===== config.mk =====
export PLATFORM = sky130hd
export DESIGN_NAME = task_out_packetizer_flat
export DESIGN_NICKNAME = d
export VERILOG_FILES = /design/src/rtl/task_out_packetizer_if.sv /design/src/rtl/task_out_packetizer.sv /design/src/flat_wrapper.sv
export SDC_FILE = /design/constraint.sdc
export NUM_CORES = 1
export LEC_CHECK = 0
export BUFFER_PORTS_ARGS = -buffer_cell sky130_fd_sc_hd__buf_2
export CAP_MARGIN = 20
export CORE_MARGIN = 5
export CORE_UTILIZATION = 25
export CTS_CLUSTER_SIZE = 8
export DETAILED_ROUTE_END_ITERATION = 10
export GPL_TIMING_DRIVEN = 1
export PLACE_DENSITY = 0.49
export SLEW_MARGIN = 15
export SYNTH_ARGS = -nofsm -noshare
export SYNTH_HDL_FRONTEND = slang
export SYNTH_SLANG_ARGS = --single-unit

===== constraint.sdc =====
create_clock -name i_clk -period 5.15 [get_ports i_clk]
set_input_delay 1.03 -clock i_clk [delete_from_list [all_inputs] [get_ports i_clk]]
set_output_delay 1.03 -clock i_clk [all_outputs]
set_load 0.02 [all_outputs]

===== src/rtl/task_out_packetizer_if.sv =====
// -----------------------------------------------------------------------------
// task_out_packetizer_if
// Groups the task-core input stream, the task-manager output stream and the
// packetizer status flags into one bundle.
//   slave  : packetizer side (drives o_*, samples i_*)
//   master : task core / task manager side (drives i_*, samples o_*)
// Signals:
//   i_data, i_data_valid, i_input_last : input word stream
//   o_in_ready                         : input backpressure
//   i_tmanager_ready                   : manager accepts current beat
//   o_tanswer_ready, o_tdata,
//   o_tanswer_data_last                : output beat stream
//   o_packet_size_in_bytes             : byte count of packet in flight
//   o_busy, o_full, o_overflow         : status
// -----------------------------------------------------------------------------
interface task_out_packetizer_if #(
   parameter int unsigned DATA_WIDTH = 8,
   parameter int unsigned SIZE_WIDTH = 12
);
   logic [DATA_WIDTH-1:0] i_data;
   logic                  i_data_valid;
   logic                  i_input_last;
   logic                  o_in_ready;
   logic                  i_tmanager_ready;
   logic                  o_tanswer_ready;
   logic [DATA_WIDTH-1:0] o_tdata;
   logic                  o_tanswer_data_last;
   logic [SIZE_WIDTH-1:0] o_packet_size_in_bytes;
   logic                  o_busy;
   logic                  o_full;
   logic                  o_overflow;

   modport slave (
      input  i_data, i_data_valid, i_input_last, i_tmanager_ready,
      output o_in_ready, o_tanswer_ready, o_tdata, o_tanswer_data_last,
             o_packet_size_in_bytes, o_busy, o_full, o_overflow
   );

   modport master (
      output i_data, i_data_valid, i_input_last, i_tmanager_ready,
      input  o_in_ready, o_tanswer_ready, o_tdata, o_tanswer_data_last,
             o_packet_size_in_bytes, o_busy, o_full, o_overflow
   );
endinterface


===== src/rtl/task_out_packetizer.sv =====
// -----------------------------------------------------------------------------
// task_out_packetizer
// Collects task-core words into a FIFO, closes a packet on an input last flag
// or on the MAX_PKT_WORDS limit, then streams it to the task manager with a
// valid/ready handshake, a last flag and the packet byte count.
// Ports:
//   i_clk   : clock
//   i_rst_n : asynchronous active-low reset
//   bus     : task_out_packetizer_if.slave (input stream, output stream, status)
// Optional feature macro:
//   PKT_TIMEOUT_EN : close a non-empty packet after TIMEOUT_CYCLES idle cycles
// -----------------------------------------------------------------------------
module task_out_packetizer #(
   parameter int unsigned DATA_WIDTH     = 8,
   parameter int unsigned DEPTH          = 64,
   parameter int unsigned MAX_PKT_WORDS  = 64,
   parameter int unsigned SIZE_WIDTH     = 12,
   parameter int unsigned TIMEOUT_CYCLES = 256
) (
   input logic                   i_clk,
   input logic                   i_rst_n,
   task_out_packetizer_if.slave  bus
);

   localparam int unsigned AW    = $clog2(DEPTH);
   localparam int unsigned CW    = AW + 1;
   localparam int unsigned BYTES = DATA_WIDTH / 8;

   typedef enum logic [1:0] {s_LOAD, s_FRAME, s_SEND, s_DONE} state_t;

   state_t state_q, state_d;

   logic [DATA_WIDTH-1:0] mem [DEPTH];
   logic [DATA_WIDTH-1:0] head_q;
   logic [AW-1:0]         wr_ptr_q, rd_ptr_q, rd_addr;
   logic [CW-1:0]         count_q, wr_cnt_q, rd_cnt_q, pkt_words_q;
   logic [SIZE_WIDTH-1:0] size_q;
   logic                  busy_q, overflow_q;

   logic full, in_ready, wr_en, out_valid, rd_en, beat_last, limit_hit, close_in;
   logic timeout_hit;

   assign full      = (count_q == CW'(DEPTH));
   assign in_ready  = (state_q == s_LOAD) && !full;
   assign wr_en     = bus.i_data_valid && in_ready;
   assign out_valid = (state_q == s_SEND) && (count_q != '0);
   assign rd_en     = out_valid && bus.i_tmanager_ready;
   assign beat_last = out_valid && (rd_cnt_q == (pkt_words_q - CW'(1)));
   assign limit_hit = ((wr_cnt_q + CW'(1)) == CW'(MAX_PKT_WORDS));
   // Last flag and word limit on the same word collapse into one close.
   assign close_in  = wr_en && (bus.i_input_last || limit_hit);

`ifdef PKT_TIMEOUT_EN
   localparam int unsigned TW = $clog2(TIMEOUT_CYCLES + 1);

   logic [TW-1:0] idle_q, idle_inc;

   assign idle_inc    = idle_q + TW'(1);
   // Only a partially filled packet can time out.
   assign timeout_hit = (state_q == s_LOAD) && !wr_en && (wr_cnt_q != '0) &&
                        (idle_inc == TW'(TIMEOUT_CYCLES));

   always_ff @(posedge i_clk or negedge i_rst_n) begin
      if (!i_rst_n) begin
         idle_q <= '0;
      end else if ((state_q != s_LOAD) || wr_en) begin
         idle_q <= '0;
      end else if (wr_cnt_q != '0) begin
         idle_q <= idle_inc;
      end
   end
`else
   logic unused_timeout;

   assign timeout_hit    = 1'b0;
   assign unused_timeout = (TIMEOUT_CYCLES != 0);
`endif

   // Next-state logic
   always_comb begin
      state_d = state_q;
      unique case (state_q)
         s_LOAD:  if (close_in || timeout_hit) state_d = s_FRAME;
         s_FRAME: state_d = s_SEND;
         s_SEND:  if (rd_en && beat_last) state_d = s_DONE;
         s_DONE:  state_d = s_LOAD;
         default: state_d = s_LOAD;
      endcase
   end

   always_ff @(posedge i_clk or negedge i_rst_n) begin
      if (!i_rst_n) begin
         state_q <= s_LOAD;
      end else begin
         state_q <= state_d;
      end
   end

   // Storage and head register: the read address looks one word ahead on a
   // transfer so the head register already holds the next beat (fall-through).
   assign rd_addr = rd_en ? (rd_ptr_q + AW'(1)) : rd_ptr_q;

   always_ff @(posedge i_clk) begin
      if (wr_en) begin
         mem[wr_ptr_q] <= bus.i_data;
      end
      if ((state_q == s_FRAME) || rd_en) begin
         head_q <= mem[rd_addr];
      end
   end

   always_ff @(posedge i_clk or negedge i_rst_n) begin
      if (!i_rst_n) begin
         wr_ptr_q <= '0;
         rd_ptr_q <= '0;
         count_q  <= '0;
      end else begin
         if (wr_en) wr_ptr_q <= wr_ptr_q + AW'(1);
         if (rd_en) rd_ptr_q <= rd_ptr_q + AW'(1);
         unique case ({wr_en, rd_en})
            2'b10:   count_q <= count_q + CW'(1);
            2'b01:   count_q <= count_q - CW'(1);
            default: count_q <= count_q;
         endcase
      end
   end

   // Packet framing counters and status
   always_ff @(posedge i_clk or negedge i_rst_n) begin
      if (!i_rst_n) begin
         wr_cnt_q    <= '0;
         rd_cnt_q    <= '0;
         pkt_words_q <= '0;
         size_q      <= '0;
         busy_q      <= 1'b0;
         overflow_q  <= 1'b0;
      end else begin
         if (wr_en) wr_cnt_q <= wr_cnt_q + CW'(1);
         if (rd_en) rd_cnt_q <= rd_cnt_q + CW'(1);
         if (state_q == s_FRAME) begin
            pkt_words_q <= wr_cnt_q;
            size_q      <= SIZE_WIDTH'(32'(wr_cnt_q) * BYTES);
            busy_q      <= 1'b1;
         end
         if (state_q == s_DONE) begin
            wr_cnt_q <= '0;
            rd_cnt_q <= '0;
            size_q   <= '0;
            busy_q   <= 1'b0;
         end
         if (bus.i_data_valid && !in_ready) overflow_q <= 1'b1;
      end
   end

   assign bus.o_in_ready             = in_ready;
   assign bus.o_tanswer_ready        = out_valid;
   assign bus.o_tdata                = out_valid ? head_q : '0;
   assign bus.o_tanswer_data_last    = beat_last;
   assign bus.o_packet_size_in_bytes = size_q;
   assign bus.o_busy                 = busy_q;
   assign bus.o_full                 = full;
   assign bus.o_overflow             = overflow_q;

endmodule


===== src/flat_wrapper.sv =====
// flat-port wrapper written by rule: the top's interface ports become plain ports
module task_out_packetizer_flat 
#(
   parameter int unsigned DATA_WIDTH     = 8,
   parameter int unsigned DEPTH          = 64,
   parameter int unsigned MAX_PKT_WORDS  = 64,
   parameter int unsigned SIZE_WIDTH     = 12,
   parameter int unsigned TIMEOUT_CYCLES = 256
)
  (i_clk, i_rst_n, bus_i_data, bus_i_data_valid, bus_i_input_last, bus_i_tmanager_ready, bus_o_in_ready, bus_o_tanswer_ready, bus_o_tdata, bus_o_tanswer_data_last, bus_o_packet_size_in_bytes, bus_o_busy, bus_o_full, bus_o_overflow);
  task_out_packetizer_if #(.DATA_WIDTH(DATA_WIDTH), .SIZE_WIDTH(SIZE_WIDTH)) bus_i ();
  input logic i_clk;
  input logic i_rst_n;
  input wire logic [$bits(bus_i.i_data)-1:0] bus_i_data;
  input wire logic [$bits(bus_i.i_data_valid)-1:0] bus_i_data_valid;
  input wire logic [$bits(bus_i.i_input_last)-1:0] bus_i_input_last;
  input wire logic [$bits(bus_i.i_tmanager_ready)-1:0] bus_i_tmanager_ready;
  output wire logic [$bits(bus_i.o_in_ready)-1:0] bus_o_in_ready;
  output wire logic [$bits(bus_i.o_tanswer_ready)-1:0] bus_o_tanswer_ready;
  output wire logic [$bits(bus_i.o_tdata)-1:0] bus_o_tdata;
  output wire logic [$bits(bus_i.o_tanswer_data_last)-1:0] bus_o_tanswer_data_last;
  output wire logic [$bits(bus_i.o_packet_size_in_bytes)-1:0] bus_o_packet_size_in_bytes;
  output wire logic [$bits(bus_i.o_busy)-1:0] bus_o_busy;
  output wire logic [$bits(bus_i.o_full)-1:0] bus_o_full;
  output wire logic [$bits(bus_i.o_overflow)-1:0] bus_o_overflow;
  assign bus_i.i_data = bus_i_data;
  assign bus_i.i_data_valid = bus_i_data_valid;
  assign bus_i.i_input_last = bus_i_input_last;
  assign bus_i.i_tmanager_ready = bus_i_tmanager_ready;
  assign bus_o_in_ready = bus_i.o_in_ready;
  assign bus_o_tanswer_ready = bus_i.o_tanswer_ready;
  assign bus_o_tdata = bus_i.o_tdata;
  assign bus_o_tanswer_data_last = bus_i.o_tanswer_data_last;
  assign bus_o_packet_size_in_bytes = bus_i.o_packet_size_in_bytes;
  assign bus_o_busy = bus_i.o_busy;
  assign bus_o_full = bus_i.o_full;
  assign bus_o_overflow = bus_i.o_overflow;
  task_out_packetizer #(.DATA_WIDTH(DATA_WIDTH), .DEPTH(DEPTH), .MAX_PKT_WORDS(MAX_PKT_WORDS), .SIZE_WIDTH(SIZE_WIDTH), .TIMEOUT_CYCLES(TIMEOUT_CYCLES)) u_core (.i_clk(i_clk), .i_rst_n(i_rst_n), .bus(bus_i));
endmodule

==> flow_summary.yaml <==
synthesis:
  netlist_instances: 2001
  synthDistinctLibCells: 64
  ys.flop_type: "edfxtp_1"
  syn_area_mm2: 0.0259
  synth_edf_count: 520
  async_reset_ff_share_pct: 8.93
  ys_warn_count: 0
  avgSynthCellArea_um2: 12.9
  synth_seq_cells: 571
  ys_seq_area_share_pct: 65.3
final_layout:
  most-common-layout-cells: "edfxtp_1, nand2_1, mux2i_1"
  diodes: 0
  nets: 2039
  drive_gt1_share_pct: 9.75
  design_area_mm2: 0.0298
  syn_to_final_growth_pct: 15.3
  layout_commonest_cell: "edfxtp_1"
  fillers: 10358
detailed_routing:
  vias_per_cell: 4.85
  ant_nets: 0
  first_pass_iters: 5
  wire_per_inst_um: 21.0
  vias: 16632
  wirelength_mm: 71.9
  drc: 0
  drt_iter0_markers: 1276
worst_hold_path:
  min_path_type: "reg -> reg"
clock_tree:
  cts_tree: "yes"
  htree_levels: 3
  cts_root_buffer: "clkbuf_16"
  insertion_delay_ns: 0.64
  cts_resized: 0
  clkTransAtPathRegs_ns: 0.05
  cts_hold_buf: 0
  numCtsBuffers: 82
  postCtsSetupBuffers: 0
  ctsLongestPathBuffers: 3
  clock_sinks: 571
grt:
  grt_start_max_net_pins: 197
  grt_pass1_vias: 16654
  antenna_found_initial: 4
  grt.total_usage_pct: 12.7
  grt_pass1_wl_mm: 108
  overflow: 0
floorplanning:
  start_util_pct: 25.1
  core_mm2: 0.103
  dieWidth_um: 332
  fp.dieH_um: 332
  num_io_pins: 39
  num_rows: 118
  die_area_mm2: 0.110
pwr:
  power_frac_clock_pct: 48.9
  power.leakage_nw: 9.59
  combPwrFrac_pct: 1.0
  seqPwrFrac_pct: 50.1
  powerDensity_mw_per_mm2: 339
  p_sw_share_pct: 20.6
  ir_drop_uv: 197
  power.internal_mw: 8.02
  p_sw_mw: 2.08
worst_setup_path:
  setup.reg_to_reg.worst_slack_ns: 0.46
  crit_path_end_kind: "register"
  crit_path_start_kind: "register"
  critPathKind: "reg -> reg"
  arrival_ns: 5.21
  crit_fanout: 196
  required_ns: 5.67
timing:
  fin_crit_ns: 4.69
  worst_clock_skew_ns: 0.0495
  rsz0062_at_grt: "no"
  hold_viol_final: 0
  setup_viol: 0
  slew_viol_final: 0
  worstMarginPinSlew_ns: 1.02
  timing.fmax_mhz: 213
  setup_ws_ns: 0.464
  fin_crit_sh_pct: 91.0
  relSlewSlack_pct: 31.2
  setup_tns_ns: 0
placed_design:
  hpwl_mm: 45.3
  dpl_worst_slack_ns: 0.601
  port_buffers: 33
  gp_congestion: 0.785
  dpl_cell_area_mm2: 0.0275
status:
  outcome: "finished, final reports clean"
flow_run:
  cap_violations: 0
==> worst paths after layout <==
check | from | end | depth (start not counted)
max | u_core.state_q[0] | u_core.count_q[6] | 18
max reg2reg | u_core.state_q[0] | u_core.count_q[6] | 18
min reg2reg | u_core.bus.o_overflow | u_core.bus.o_overflow | 1
min | u_core.bus.o_overflow | u_core.bus.o_overflow | 1
min in group asynchronous | i_rst_n | u_core.pkt_words_q[3] | 2
max in group asynchronous | i_rst_n | u_core.rd_ptr_q[1] | 2
==> per-stage QoR <==
stage	cells	util [%]	hold WS (ns)	total power, mW
global placement	3309	26.6	0.440	5.25
CTS	3431	28.9	0.463	10.2
floorplan	2005	-	0.511	5.16
finish	3431	28.9	0.455	10.1
global route	3431	28.9	0.477	10.4
detailed placement	3309	26.6	0.451	5.25
==> critical path, cell delays in order (launching register included) <==
cell      delay, ns
dfrtp_1        0.40
inv_1          0.13
ha_1           0.31
a21boi_2       0.20
buf_4          0.21
nand2_2        0.16
inv_6          0.14
buf_12         0.47
ha_1           0.60
xor2_1         0.19
ha_1           0.21
nor3_1         0.06
a21oi_1        0.13
nor2_1         0.05
nor3_1         0.44
and3_1         0.23
o21ai_0        0.07
a21oi_1        0.23
xor2_1         0.17
==> flip-flops by register name, indices dropped and copies added, names as in the netlist <==
signal	cells
u_core.mem	512
u_core.count_q	7
u_core.rd_cnt_q	7
u_core.pkt_words_q	7
u_core.wr_ptr_q	6
u_core.bus.o_busy	1
u_core.bus.o_overflow	1
u_core.head_q	8
u_core.state_q	2
u_core.bus.o_packet_size_in_bytes	7
u_core.wr_cnt_q	7
u_core.rd_ptr_q	6
==> cells in the mapped netlist, drive strengths merged, types with 13 or more instances <==
cell     number  area, µm²
buf          60        333
nor2        111        442
mux2i       172       1720
a31oi        18        113
xnor2        21        225
o22ai        23        144
dfrtp        51       1280
clkbuf       89        334
edfxtp      520      15600
nand3        99        495
nor2b        93        582
a22oi        24        180
nand2       200        753
o2111ai      14        123
ha           13        163
nor3         25        125
o21ai        42        210
inv          23       86.3
a21oi       120        612
xor2         17        149
a211oi      145       1090
o221ai       14        123
==> power groups by stage <==
stage,Combinational (mW),Clock (mW),Sequential [mW]
after floorplan,0.00675,0,5.15
after global placement,0.0975,0,5.15
after detailed placement,0.101,0,5.15
after CTS,0.101,5.07,5.06
after global routing,0.107,5.26,5.06
final,0.0969,4.94,5.06
==> cells by family after synthesis <==
group / count (synthesis) / share of synthesized area, %
other: 1 / 0.0145
xor gates and xnor gates: 38 / 1.45
muxes: 184 / 7.63
AOI/OAI and AO/OA: 439 / 11.3
and+or+nand+nor: 583 / 10.8
adders and majority gates: 13 / 0.629
DFF: 571 / 65.3
buffers and inverters: 172 / 2.91
==> layer usage <==
layer  GRT usage [%]  routed length [µm]  share of wire [%]  up-vias
met3            2.62                4070                5.7      132
met1            17.5               32900                 46     8352
li1                -                   -                  -     7647
met5               0                   0                  0        -
met2            19.6               32200                 45      501
met4            4.97                2730                3.8        0
==> layout make-up <==
cell class,count,area [µm²],area share (%)
sequential,571,16900,56.6
multi-input combinational,1262,8290,27.8
clock buffer,114,2200,7.39
tap,1380,1730,5.79
timing repair buffer,73,503,1.69
clock inverter,8,128,0.428
inverter,23,92.6,0.310
(Power assumes the default switching activity.)
